$ cat src/rtl/alu_exec_if.sv
// Request/response bundle between the EX-stage issue logic and alu_exec_unit.
// The master drives operations and consumes results; the slave is the execution unit.
interface alu_exec_if #(
  parameter int unsigned WIDTH = 32
);
  logic             in_valid;
  logic             in_ready;
  logic [4:0]       alu_ctl;
  logic             sign;
  logic [WIDTH-1:0] in_a;
  logic [WIDTH-1:0] in_b;
  logic             acc_clr;
  logic             out_valid;
  logic             out_ready;
  logic [WIDTH-1:0] out_result;
  logic             out_zero;
  logic [WIDTH-1:0] acc_out;

  modport master (
    output in_valid,
    output alu_ctl,
    output sign,
    output in_a,
    output in_b,
    output acc_clr,
    output out_ready,
    input  in_ready,
    input  out_valid,
    input  out_result,
    input  out_zero,
    input  acc_out
  );

  modport slave (
    input  in_valid,
    input  alu_ctl,
    input  sign,
    input  in_a,
    input  in_b,
    input  acc_clr,
    input  out_ready,
    output in_ready,
    output out_valid,
    output out_result,
    output out_zero,
    output acc_out
  );
endinterface

$ cat src/rtl/alu_exec_unit.sv
// Handshaked EX-stage ALU: single-cycle logic/arith/shift ops plus iterative shift-add MUL/MAC.
// Define ALU_EXEC_MAC_EN to build the accumulator; otherwise MAC executes as MUL.
module alu_exec_unit #(
  parameter int unsigned WIDTH = 32
) (
  input logic       clk,
  input logic       reset_n,
  alu_exec_if.slave bus
);

  localparam int unsigned CntW = $clog2(WIDTH);

  localparam logic [4:0] OpAnd  = 5'b00000;
  localparam logic [4:0] OpOr   = 5'b00001;
  localparam logic [4:0] OpAdd  = 5'b00010;
  localparam logic [4:0] OpSub  = 5'b00110;
  localparam logic [4:0] OpSlt  = 5'b00111;
  localparam logic [4:0] OpNor  = 5'b01100;
  localparam logic [4:0] OpXor  = 5'b01101;
  localparam logic [4:0] OpSll  = 5'b10000;
  localparam logic [4:0] OpSrl  = 5'b11000;
  localparam logic [4:0] OpSra  = 5'b11001;
  localparam logic [4:0] OpMul  = 5'b11010;
  localparam logic [4:0] OpMac  = 5'b11011;
  localparam logic [4:0] OpRelu = 5'b11100;

  typedef enum logic [1:0] {
    StIdle,
    StMult,
    StOut
  } state_e;

  state_e           state_q, state_d;
  logic [CntW-1:0]  cnt_q, cnt_d;
  logic [WIDTH-1:0] a_shift_q, a_shift_d;
  logic [WIDTH-1:0] b_shift_q, b_shift_d;
  logic [WIDTH-1:0] prod_q, prod_d;
  logic [WIDTH-1:0] result_q, result_d;

  logic             accept;
  logic             is_mul_op;
  logic             last_iter;
  logic             slt_lt;
  logic [4:0]       shamt;
  logic [WIDTH-1:0] alu_res;
  logic [WIDTH-1:0] prod_step;
  logic [WIDTH-1:0] mult_res;

  assign bus.in_ready   = (state_q == StIdle) | ((state_q == StOut) & bus.out_ready);
  assign bus.out_valid  = (state_q == StOut);
  assign bus.out_result = result_q;
  assign bus.out_zero   = (result_q == '0);

  assign accept    = bus.in_valid & bus.in_ready;
  assign is_mul_op = (bus.alu_ctl == OpMul) | (bus.alu_ctl == OpMac);
  assign last_iter = (cnt_q == CntW'(WIDTH - 1));
  assign shamt     = bus.in_a[4:0];
  assign slt_lt    = bus.sign ? ($signed(bus.in_a) < $signed(bus.in_b)) : (bus.in_a < bus.in_b);

  // Partial product including this cycle's add; the final iteration registers it directly.
  assign prod_step = prod_q + (b_shift_q[0] ? a_shift_q : '0);

  // Single-cycle datapath; unlisted codes fall back to ADD.
  always_comb begin
    alu_res = bus.in_a + bus.in_b;
    case (bus.alu_ctl)
      OpAnd:  alu_res = bus.in_a & bus.in_b;
      OpOr:   alu_res = bus.in_a | bus.in_b;
      OpAdd:  alu_res = bus.in_a + bus.in_b;
      OpSub:  alu_res = bus.in_a - bus.in_b;
      OpSlt:  alu_res = {{(WIDTH - 1){1'b0}}, slt_lt};
      OpNor:  alu_res = ~(bus.in_a | bus.in_b);
      OpXor:  alu_res = bus.in_a ^ bus.in_b;
      OpSll:  alu_res = bus.in_b << shamt;
      OpSrl:  alu_res = bus.in_b >> shamt;
      OpSra:  alu_res = WIDTH'($signed(bus.in_b) >>> shamt);
      OpRelu: alu_res = bus.in_a[WIDTH-1] ? '0 : bus.in_a;
      default: alu_res = bus.in_a + bus.in_b;
    endcase
  end

  always_comb begin
    state_d   = state_q;
    cnt_d     = cnt_q;
    a_shift_d = a_shift_q;
    b_shift_d = b_shift_q;
    prod_d    = prod_q;
    result_d  = result_q;
    unique case (state_q)
      StIdle, StOut: begin
        if ((state_q == StOut) && bus.out_ready) begin
          state_d = StIdle;
        end
        if (accept) begin
          if (is_mul_op) begin
            a_shift_d = bus.in_a;
            b_shift_d = bus.in_b;
            prod_d    = '0;
            cnt_d     = '0;
            state_d   = StMult;
          end else begin
            result_d = alu_res;
            state_d  = StOut;
          end
        end
      end
      StMult: begin
        prod_d    = prod_step;
        a_shift_d = a_shift_q << 1;
        b_shift_d = b_shift_q >> 1;
        cnt_d     = cnt_q + CntW'(1);
        if (last_iter) begin
          result_d = mult_res;
          state_d  = StOut;
        end
      end
      default: state_d = StIdle;
    endcase
  end

  always_ff @(posedge clk or negedge reset_n) begin
    if (!reset_n) begin
      state_q   <= StIdle;
      cnt_q     <= '0;
      a_shift_q <= '0;
      b_shift_q <= '0;
      prod_q    <= '0;
      result_q  <= '0;
    end else begin
      state_q   <= state_d;
      cnt_q     <= cnt_d;
      a_shift_q <= a_shift_d;
      b_shift_q <= b_shift_d;
      prod_q    <= prod_d;
      result_q  <= result_d;
    end
  end

`ifdef ALU_EXEC_MAC_EN
  logic             is_mac_q, is_mac_d;
  logic [WIDTH-1:0] acc_q, acc_d;
  logic [WIDTH-1:0] acc_base;

  // A clear on the MAC final edge applies before the add, leaving only the product.
  assign acc_base = bus.acc_clr ? '0 : acc_q;

  always_comb begin
    acc_d    = acc_base;
    is_mac_d = is_mac_q;
    if (accept && is_mul_op) begin
      is_mac_d = (bus.alu_ctl == OpMac);
    end
    if ((state_q == StMult) && last_iter && is_mac_q) begin
      acc_d = acc_base + prod_step;
    end
  end

  assign mult_res    = is_mac_q ? acc_d : prod_step;
  assign bus.acc_out = acc_q;

  always_ff @(posedge clk or negedge reset_n) begin
    if (!reset_n) begin
      acc_q    <= '0;
      is_mac_q <= 1'b0;
    end else begin
      acc_q    <= acc_d;
      is_mac_q <= is_mac_d;
    end
  end
`else
  logic unused_acc_clr;

  assign unused_acc_clr = bus.acc_clr;
  assign mult_res       = prod_step;
  assign bus.acc_out    = '0;
`endif

endmodule
$ cat src/flat_wrapper.sv
// flat-port wrapper written by rule: the top's interface ports become plain ports
module alu_exec_unit_flat 
#(
  parameter int unsigned WIDTH = 32
)
  (clk, reset_n, bus_in_valid, bus_alu_ctl, bus_sign, bus_in_a, bus_in_b, bus_acc_clr, bus_out_ready, bus_in_ready, bus_out_valid, bus_out_result, bus_out_zero, bus_acc_out);
  alu_exec_if #(.WIDTH(WIDTH)) bus_i ();
  input logic clk;
  input logic reset_n;
  input wire logic [$bits(bus_i.in_valid)-1:0] bus_in_valid;
  input wire logic [$bits(bus_i.alu_ctl)-1:0] bus_alu_ctl;
  input wire logic [$bits(bus_i.sign)-1:0] bus_sign;
  input wire logic [$bits(bus_i.in_a)-1:0] bus_in_a;
  input wire logic [$bits(bus_i.in_b)-1:0] bus_in_b;
  input wire logic [$bits(bus_i.acc_clr)-1:0] bus_acc_clr;
  input wire logic [$bits(bus_i.out_ready)-1:0] bus_out_ready;
  output wire logic [$bits(bus_i.in_ready)-1:0] bus_in_ready;
  output wire logic [$bits(bus_i.out_valid)-1:0] bus_out_valid;
  output wire logic [$bits(bus_i.out_result)-1:0] bus_out_result;
  output wire logic [$bits(bus_i.out_zero)-1:0] bus_out_zero;
  output wire logic [$bits(bus_i.acc_out)-1:0] bus_acc_out;
  assign bus_i.in_valid = bus_in_valid;
  assign bus_i.alu_ctl = bus_alu_ctl;
  assign bus_i.sign = bus_sign;
  assign bus_i.in_a = bus_in_a;
  assign bus_i.in_b = bus_in_b;
  assign bus_i.acc_clr = bus_acc_clr;
  assign bus_i.out_ready = bus_out_ready;
  assign bus_in_ready = bus_i.in_ready;
  assign bus_out_valid = bus_i.out_valid;
  assign bus_out_result = bus_i.out_result;
  assign bus_out_zero = bus_i.out_zero;
  assign bus_acc_out = bus_i.acc_out;
  alu_exec_unit #(.WIDTH(WIDTH)) u_core (.clk(clk), .reset_n(reset_n), .bus(bus_i));
endmodule
$ cat config.mk
export PLATFORM = sky130hd
export DESIGN_NAME = alu_exec_unit_flat
export DESIGN_NICKNAME = d
export VERILOG_FILES = /design/src/rtl/alu_exec_if.sv /design/src/rtl/alu_exec_unit.sv /design/src/flat_wrapper.sv
export SDC_FILE = /design/constraint.sdc
export NUM_CORES = 1
export LEC_CHECK = 0
export ABC_CLOCK_PERIOD_IN_PS = 4200
export BUFFER_PORTS_ARGS = -buffer_cell sky130_fd_sc_hd__buf_2
export CAP_MARGIN = 0
export CORE_MARGIN = 5
export CORE_UTILIZATION = 35
export CTS_CLUSTER_SIZE = 20
export DETAILED_ROUTE_END_ITERATION = 10
export HOLD_SLACK_MARGIN = 0.05
export PLACE_DENSITY = 0.51
export SLEW_MARGIN = 20
export SYNTH_ARGS = -nofsm -noshare
export SYNTH_HDL_FRONTEND = slang
export SYNTH_SLANG_ARGS = --single-unit
$ cat constraint.sdc
create_clock -name clk -period 4.2 [get_ports clk]
set_input_delay 0.21 -clock clk [delete_from_list [all_inputs] [get_ports clk]]
set_output_delay 0.21 -clock clk [all_outputs]
set_load 0.1 [all_outputs]
==> flow_metrics.py, run 1 <==
metrics = {
    "status": {
        "status": "finished, final reports clean",
    },
    "timing": {
        "setup_violations": 0,
        "fmax_mhz": 255,
        "whs_ps": 96.3,
        "rsz0062_at_grt": "no",
        "fin_crit_sh": 0.932,
        "slew_violations": 0,
        "skew_ps": 11.0,
        "slew_headroom": 0.391,
        "worst_slew_pin_slew_ps": 905,
        "layout_min_cycle_time_ps": 3920,
        "finalSetupTns_ps": 0,
        "hold_violations": 0,
    },
    "die": {
        "io-pin-count": 142,
        "placementRows": 79,
        "die_y_um": 227,
        "die_area_sq_um": 51600,
        "die_w_um": 227,
        "coreArea_sq_um": 46700,
        "initial_core_util": 0.354,
    },
    "logic_synthesis": {
        "synthFlopType": "dfrtp_1",
        "synth-edff-count": 0,
        "syn_area_sq_um": 16500,
        "avgSynthCellArea_sq_um": 7.57,
        "async_flop_share": 1.00,
        "ys_types": 98,
        "synthCells": 2181,
        "ys_seq_area_frac": 0.205,
        "yosysWarnings": 0,
        "ys_seq_elements": 135,
    },
    "drt": {
        "finalWirelength_mm": 69.1,
        "final_antenna_net_count": 0,
        "drtIter0Drc": 1702,
        "drc": 0,
        "num_vias": 17039,
        "drtPass1Iterations": 7,
        "drt-vias-per-instance": 6.01,
        "wl_per_cell_um": 24.4,
    },
    "cts": {
        "cts_buffer_depth": 2,
        "htreeDepth": 4,
        "postCtsSetupBuffers": 0,
        "cts_tree": "done",
        "cts.clk_slew.worst_paths_ps": 60,
        "cts_buffers": 17,
        "clk_latency_ps": 480,
        "clock_sinks": 135,
        "ctsRootBufferMaster": "clkbuf_16",
    },
    "final_layout": {
        "final_nets": 2421,
        "fin_area_sq_um": 18200,
        "fin_util": 0.391,
        "drive_gt1_frac": 0.132,
        "diodes": 0,
        "area_delta_synth_final_pct": 10.5,
    },
    "grt": {
        "grt_max_degree": 136,
        "grt_usage": 0.263,
        "grt_pass1_wl_mm": 104,
        "grt_overflow": 0,
        "antenna_found_initial": 0,
        "grt_pass1_vias": 16426,
    },
    "setup_path": {
        "cp-start-kind": "flop",
        "cp.arrival_ps": 4320,
        "worstPathRequired_ps": 4600,
        "critPathCaptureType": "flop",
        "worstPathMaxFanout": 5,
        "crit_type": "reg2reg",
    },
    "pwr": {
        "powerDensity_nw_per_um2": 472,
        "p_leak_nw": 7.73,
        "irDropWorstVdd_uv": 371,
    },
    "placement": {
        "dp_hpwl_mm": 52.4,
        "port_buffers": 108,
        "post_dp_cell_area_sq_um": 17600,
        "gp_congestion": 0.944,
    },
    "worst_hold_path": {
        "min_path_type": "in2reg",
    },
    "job": {
        "cap_violations": 0,
    },
}
-- sequential cells by signal, summed over array words and instances (netlist names) --
register and cells:
u_core.a_shift_q 32, u_core.b_shift_q 32, u_core.bus.out_result 32, u_core.prod_q 32, u_core.cnt_q 5, u_core.state_q 2
-- worst max-delay path, stage by stage, from the launching register on --
cell,delay (ps)
dfrtp_1,420
and2_1,160
ha_1,230
fa_1,460
a211o_1,270
o211ai_1,150
nand2_1,170
a41o_1,360
a221oi_2,420
o221ai_1,330
o21ai_0,290
xnor2_1,150
nand2_1,110
o2bb2ai_1,170
a31oi_1,150
-- worst paths after layout --
path	start	end	slack (ps)	cells past startpoint
max in group asynchronous	reset_n	u_core.bus.out_result[0]$_DFFE_PN0P_	3110	3
worst min-delay path	bus_in_a[7]	u_core.a_shift_q[7]$_DFFE_PN0P_	100	3
worst min register to register	u_core.b_shift_q[5]$_DFFE_PN0P_	u_core.b_shift_q[4]$_DFFE_PN0P_	480	2
min in group asynchronous	reset_n	u_core.b_shift_q[6]$_DFFE_PN0P_	350	3
worst max-delay path	u_core.b_shift_q[0]$_DFFE_PN0P_	u_core.bus.out_result[30]$_DFFE_PN0P_	280	14
worst max register to register	u_core.b_shift_q[0]$_DFFE_PN0P_	u_core.bus.out_result[30]$_DFFE_PN0P_	280	14
-- per-stage QoR --
step	power (mW)	cells	setup WS, ps
detailed placement	7.03	2800	150
CTS	8.63	2834	136
global route	9.23	2834	37.9
floorplan	5.82	2212	541
global placement	6.95	2800	189
finish	8.61	2834	284
-- Yosys cell counts (all sizes together), types with 31 or more instances --
cell | count | area [sq um]
nand2 | 269 | 1010
o21ai | 216 | 1090
a21oi | 186 | 942
nor2 | 176 | 666
dfrtp | 135 | 3380
ha | 129 | 1610
clkbuf | 111 | 417
mux2i | 111 | 1110
inv | 105 | 394
buf | 85 | 522
and2 | 38 | 238
nand3 | 36 | 180
nor3 | 32 | 160
xnor2 | 32 | 280
o22ai | 31 | 194
-- area by class of cell --
class	instances	area [sq um]
fill	4935	28400
multi-input combinational	1775	12000
sequential	135	3380
timing repair buffer	179	1150
tap	607	759
clock buffer	18	429
inverter	106	398
clock inverter	14	150
-- logic make-up (layout without fill, tap and decap cells) --
group	Yosys count	after routing	synth area share
XOR/XNOR	43	43	0.0228
other	1	32	0.000227
buffers and inverters	302	317	0.0809
adder cells (fa/ha/maj)	132	132	0.101
AND/OR/NAND/NOR	668	668	0.183
AO/OA/AOI/OAI	752	752	0.299
multiplexers	148	148	0.108
flip-flops	135	135	0.205
-- where the power goes --
group / internal [mW] / total, mW / switching, mW
clock: 0.874 / 1.54 / 0.666
combinational: 1.65 / 4.79 / 3.14
sequential: 1.86 / 2.28 / 0.417
-- placed cells by master (no fill, tap or decap), types with 21 or more instances in the layout --
cell	instances
mux4_2	23
conb_1	32
and2_1	38
a22oi_1	26
nor4_1	22
nand2_1	269
nand3_1	36
o21ai_0	208
ha_1	129
nand4_1	22
a21o_1	26
inv_1	102
nor2_1	169
mux2i_1	111
o31ai_1	22
a21oi_1	185
buf_2	106
xnor2_1	32
dfrtp_1	135
o22ai_1	31
a22o_1	21
nor3_1	31
buf_4	65
-- repair_timing --
action / 4_1_cts / 5_1_grt
setup endpoints to repair: 0 / 5
hold endpoints to repair: 136 / 0
hold buffers: 2 / 0
gates resized for setup: 0 / 1
-- metal layers --
layer	GRT usage	part of all wire	routed length, um
met3	0.0348	0.053	3640
met1	0.360	0.45	30800
met2	0.426	0.46	32000
met4	0.103	0.037	2590
met5	0	0	0
Power figures use the tool's default switching activity.
==> run 2: changes to the inputs <==
BUFFER_PORTS_ARGS = not set   (was -buffer_cell sky130_fd_sc_hd__buf_2)
DONT_BUFFER_PORTS = 1   (was not set)
PLACE_DENSITY = not set   (was 0.51)
PLACE_DENSITY_LB_ADDON = 0.1   (was not set)
==> flow_metrics.py, run 2 (synthesis results as in run 1) <==
metrics = {
    "drt": {
        "num_vias": 16902,
        "drtPass1Iterations": 6,
        "drt-vias-per-instance": 6.10,
        "drc": 0,
        "drtIter0Drc": 1556,
        "wl_per_cell_um": 25.7,
        "final_antenna_net_count": 0,
        "finalWirelength_mm": 71.1,
    },
    "timing": {
        "whs_ps": 93.3,
        "hold_violations": 0,
        "layout_min_cycle_time_ps": 3900,
        "slew_headroom": 0.266,
        "skew_ps": 9.33,
        "worst_slew_pin_slew_ps": 1100,
        "fin_crit_sh": 0.930,
        "fmax_mhz": 256,
        "finalSetupTns_ps": 0,
        "setup_violations": 0,
        "slew_violations": 0,
        "rsz0062_at_grt": "no",
    },
    "worst_hold_path": {
        "hold_depth": 4,
        "min_path_type": "in2reg",
    },
    "setup_path": {
        "crit_type": "reg2reg",
        "worstPathMaxFanout": 4,
        "critPathCaptureType": "flop",
        "reg2reg_depth": 15,
        "cp-start-kind": "flop",
        "worstPathRequired_ps": 4600,
        "cp.arrival_ps": 4300,
    },
    "pwr": {
        "power.share.switching": 0.484,
        "combPwrFrac": 0.476,
        "internal_power_mw": 4.33,
        "switching_power_mw": 4.07,
        "p_leak_nw": 7.47,
        "irDropWorstVdd_uv": 302,
        "power_frac_clock": 0.185,
        "powerDensity_nw_per_um2": 462,
        "finalPower_mw": 8.40,
        "p_seq_frac": 0.339,
    },
    "cts": {
        "cts_tree": "done",
        "clock_sinks": 135,
        "cts_buffer_depth": 2,
        "htreeDepth": 4,
        "cts.clk_slew.worst_paths_ps": 60,
        "cts_buffers": 17,
        "ctsRootBufferMaster": "clkbuf_16",
        "clk_latency_ps": 480,
    },
    "grt": {
        "grt_overflow": 0,
        "grt_pass1_wl_mm": 107,
        "grt_usage": 0.272,
        "grt_max_degree": 141,
        "grt_pass1_vias": 16351,
        "antenna_found_initial": 3,
    },
    "final_layout": {
        "drive_gt1_frac": 0.0758,
        "final_nets": 2357,
        "diodes": 0,
        "fin_util": 0.390,
        "layout_commonest_cell": "nand2_1",
        "area_delta_synth_final_pct": 10.0,
        "fin_area_sq_um": 18200,
        "final_cell_mix": "268 x nand2_1, 208 x o21ai_0, 184 x a21oi_1, 169 x nor2_1, 135 x dfrtp_1",
    },
    "die": {
        "placementRows": 79,
        "die_y_um": 227,
        "die_w_um": 227,
        "coreArea_sq_um": 46700,
        "initial_core_util": 0.354,
        "io-pin-count": 142,
        "die_area_sq_um": 51600,
    },
    "placement": {
        "port_buffers": 0,
        "dp_hpwl_mm": 51.6,
        "gp_congestion": 0.939,
        "post_dp_cell_area_sq_um": 16900,
    },
    "status": {
        "status": "finished, final reports clean",
    },
    "job": {
        "cap_violations": 0,
    },
}
==> run 2: final timing paths <==
| path | to | startpoint | slack (ps) |
|---|---|---|---|
| setup / recovery | u_core.bus.out_result[30]$_DFFE_PN0P_ | u_core.a_shift_q[0]$_DFFE_PN0P_ | 300 |
| hold / removal | u_core.bus.out_result[21]$_DFFE_PN0P_ | bus_in_a[21] | 90 |
| setup reg to reg | u_core.bus.out_result[30]$_DFFE_PN0P_ | u_core.a_shift_q[0]$_DFFE_PN0P_ | 300 |
| hold reg to reg | u_core.b_shift_q[4]$_DFFE_PN0P_ | u_core.b_shift_q[5]$_DFFE_PN0P_ | 480 |
| max in group asynchronous | u_core.bus.out_result[29]$_DFFE_PN0P_ | reset_n | 3160 |
| min in group asynchronous | u_core.b_shift_q[6]$_DFFE_PN0P_ | reset_n | 320 |
==> run 2: metal layers <==
metal | routed length (um) | vias to the layer above | track usage
met5 | 26 | - | 0
met4 | 2340 | 4 | 0.101
met3 | 4220 | 117 | 0.0429
met2 | 33100 | 602 | 0.441
met1 | 31400 | 8299 | 0.366
li1 | - | 7880 | -
==> run 2: area by class of cell <==
class                           count  area, sq um
Timing Repair Buffer              115         1080
Multi-Input combinational cell   1775        12000
Inverter                          106          398
Sequential cell                   135         3380
Fill cell                        4932        28500
Clock buffer                       19          433
Tap cell                          607          759
Clock inverter                     13          148
==> run 2: critical path, cell delays in order, from the launching register on <==
cell and delay, ps:
dfrtp_1 380, and2_1 170, ha_1 220, fa_1 460, a211o_1 280, o211ai_1 150, nand2_1 150, a41o_1 360
a221oi_1 280, buf_4 180, o221ai_1 250, o21ai_0 320, xnor2_1 150, nand2_1 130, o2bb2ai_1 160, a31oi_1 180
==> run 2: power by group through the flow <==
| stage | clock [mW] | sequential, mW | combinational, mW |
|---|---|---|---|
| CTS | 1.61 | 2.85 | 3.99 |
| global placement | 0 | 2.86 | 3.84 |
| floorplan | 0 | 2.76 | 3.06 |
| global route | 1.65 | 2.92 | 4.43 |
| detailed placement | 0 | 2.86 | 3.87 |
| finish | 1.56 | 2.85 | 4.00 |
==> run 2: metrics by stage <==
stage	worst slack, ps	instances
3_5_place_dp	331	2670
2_1_floorplan	541	2212
4_1_cts	310	2770
3_3_place_gp	334	2670
6_report	295	2770
5_1_grt	77.6	2770
==> run 2: what timing repair did <==
action                                 in CTS  in global routing
endpoints found under the hold margin     202                  0
buffers inserted                            0                  0
hold buffers                               68                  0
gates resized for setup                     0                  0
==> run 3: changes to the inputs <==
GPL_TIMING_DRIVEN = 1   (was not set)
PLACE_DENSITY_LB_ADDON = 0.08   (was 0.1)
==> flow_metrics.py, run 3 (synthesis results as in run 1) <==
metrics = {
    "status": {
        "status": "finished, final reports clean",
    },
    "job": {
        "cap_violations": 0,
    },
    "final_layout": {
        "drive_gt1_frac": 0.0810,
        "layout_commonest_cell": "nand2_1",
        "area_delta_synth_final_pct": 10.7,
        "final_cell_mix": "269 x nand2_1, 208 x o21ai_0, 184 x a21oi_1, 169 x nor2_1, 135 x dfrtp_1",
        "diodes": 0,
        "fin_area_sq_um": 18300,
        "final_nets": 2367,
    },
    "timing": {
        "hold_violations": 0,
        "finalSetupTns_ps": 0,
        "slew_headroom": 0.268,
        "slew_violations": 0,
        "whs_ps": 90.4,
        "setup_violations": 0,
        "rsz0062_at_grt": "no",
        "fmax_mhz": 254,
        "worst_slew_pin_slew_ps": 1090,
        "layout_min_cycle_time_ps": 3940,
        "fin_crit_sh": 0.939,
        "skew_ps": 21.0,
    },
    "grt": {
        "met3_usage": 0.0441,
        "grt_pass1_wl_mm": 106,
        "grt_usage": 0.271,
        "grt_max_degree": 136,
        "antenna_found_initial": 1,
        "use_met2": 0.439,
        "grt_overflow": 0,
        "met1_usage": 0.367,
        "grt_pass1_vias": 16204,
        "grt.busiest_layer": "met2",
    },
    "die": {
        "die_area_sq_um": 51600,
        "die_w_um": 227,
        "coreArea_sq_um": 46700,
        "die_y_um": 227,
        "initial_core_util": 0.354,
        "placementRows": 79,
        "io-pin-count": 142,
    },
    "pwr": {
        "powerDensity_nw_per_um2": 466,
        "irDropWorstVdd_uv": 261,
        "p_leak_nw": 7.53,
    },
    "worst_hold_path": {
        "min_path_type": "in2reg",
        "hold_depth": 4,
    },
    "drt": {
        "drt-vias-per-instance": 6.05,
        "drc": 0,
        "drtPass1Iterations": 6,
        "drtIter0Drc": 1615,
        "num_vias": 16809,
        "wl_per_cell_um": 25.5,
        "final_antenna_net_count": 0,
        "finalWirelength_mm": 70.9,
    },
    "cts": {
        "cts_buffer_depth": 2,
        "clock_sinks": 135,
        "cts.clk_slew.worst_paths_ps": 70,
        "clk_latency_ps": 500,
        "cts_resized": 0,
        "cts_buffers": 17,
        "cts_tree": "done",
        "htreeDepth": 4,
        "ctsRootBufferMaster": "clkbuf_16",
    },
    "placement": {
        "post_dp_cell_area_sq_um": 17000,
        "port_buffers": 0,
        "gp_congestion": 0.962,
        "dp_hpwl_mm": 52.3,
    },
    "setup_path": {
        "path_cells": "and2_1 > ha_1 > fa_1 > a211o_1 > o211ai_1 > nand2_1 > a41o_1 > a221oi_1 > buf_4 > o221ai_1 > o21ai_0 > xnor2_1 > nand2_1 > o2bb2ai_1 > a31oi_1",
        "r2r_setup_slack_ps": 260,
        "critPathMaxStageDelay_ps": 460,
        "slowest_stage": "fa_1",
        "worstSetupStartpoint": "u_core.a_shift_q[0]$_DFFE_PN0P_",
        "cp-start-kind": "flop",
        "critPathCaptureType": "flop",
        "cp_top_family": "compound AO/OA/AOI/OAI gates",
        "worstPathMaxFanout": 4,
        "crit_end": "u_core.bus.out_result[30]$_DFFE_PN0P_",
        "worstPathRequired_ps": 4610,
        "timing.rr.start": "u_core.a_shift_q[0]$_DFFE_PN0P_",
        "reg2reg_to": "u_core.bus.out_result[30]$_DFFE_PN0P_",
        "crit_buf_inv": 1,
        "cp.arrival_ps": 4360,
        "crit_type": "reg2reg",
        "cp_num_cells": 15,
        "cp_common_cell": "nand2_1",
        "reg2reg_depth": 15,
    },
}
[run 3: cell count changes in the layout (fill, tap and decap cells not counted), sizes merged]
cell,delta
buf,+11
bufinv,+1
clkbuf,-2
clkinvlp,-1
dlygate4sd3,-1
inv,+2
[run 3: tightest hold or removal path: cells and delay by family]
family | cells | cell delay [ps]
AND/OR/NAND/NOR | 2 | 130
AO/OA/AOI/OAI | 2 | 180
[run 3: per-layer routing]
metal  share of wire  vias to the layer above
li1                -                     7892
met1            0.44                     8252
met2            0.46                      567
met3           0.059                       98
met4           0.035                        0
met5               0                        -
[run 3: how the worst min path moves through the flow]
stage,to,start
after floorplan,u_core.a_shift_q[0]$_DFFE_PN0P_,reset_n
after global placement,u_core.b_shift_q[6]$_DFFE_PN0P_,reset_n
after detailed placement,u_core.b_shift_q[6]$_DFFE_PN0P_,reset_n
after CTS,u_core.bus.out_result[25]$_DFFE_PN0P_,bus_in_a[25]
after global routing,u_core.bus.out_result[25]$_DFFE_PN0P_,bus_in_a[25]
final,u_core.bus.out_result[25]$_DFFE_PN0P_,bus_in_a[25]
[run 3: stage by stage]
| stage | worst slack [ps] | instances | util | total power [mW] |
|---|---|---|---|---|
| floorplan | 541 | 2212 | - | 5.82 |
| global placement | 347 | 2681 | 0.364 | 6.71 |
| detailed placement | 278 | 2681 | 0.364 | 6.74 |
| CTS | 263 | 2780 | 0.392 | 8.56 |
| global route | 39.2 | 2780 | 0.392 | 9.10 |
| finish | 256 | 2780 | 0.392 | 8.52 |
[run 3: power by group]
| group | total, mW | switching (mW) | internal (mW) |
|---|---|---|---|
| Clock | 1.66 | 0.719 | 0.945 |
| Sequential | 2.81 | 0.965 | 1.85 |
| Combinational | 4.04 | 2.42 | 1.62 |
| Total | 8.52 | 4.10 | 4.41 |
[run 3: cell type report]
class | instances | area [sq um]
Multi-Input combinational cell | 1775 | 12000
Sequential cell | 135 | 3380
Clock buffer | 17 | 425
Fill cell | 4845 | 28400
Clock inverter | 15 | 190
Tap cell | 607 | 759
Timing Repair Buffer | 125 | 1150
Inverter | 106 | 398
[run 3: timing repair]
action | in CTS | in global routing
hold buffers | 67 | 0
setup buffers | 0 | 0
hold endpoints to repair | 201 | 0
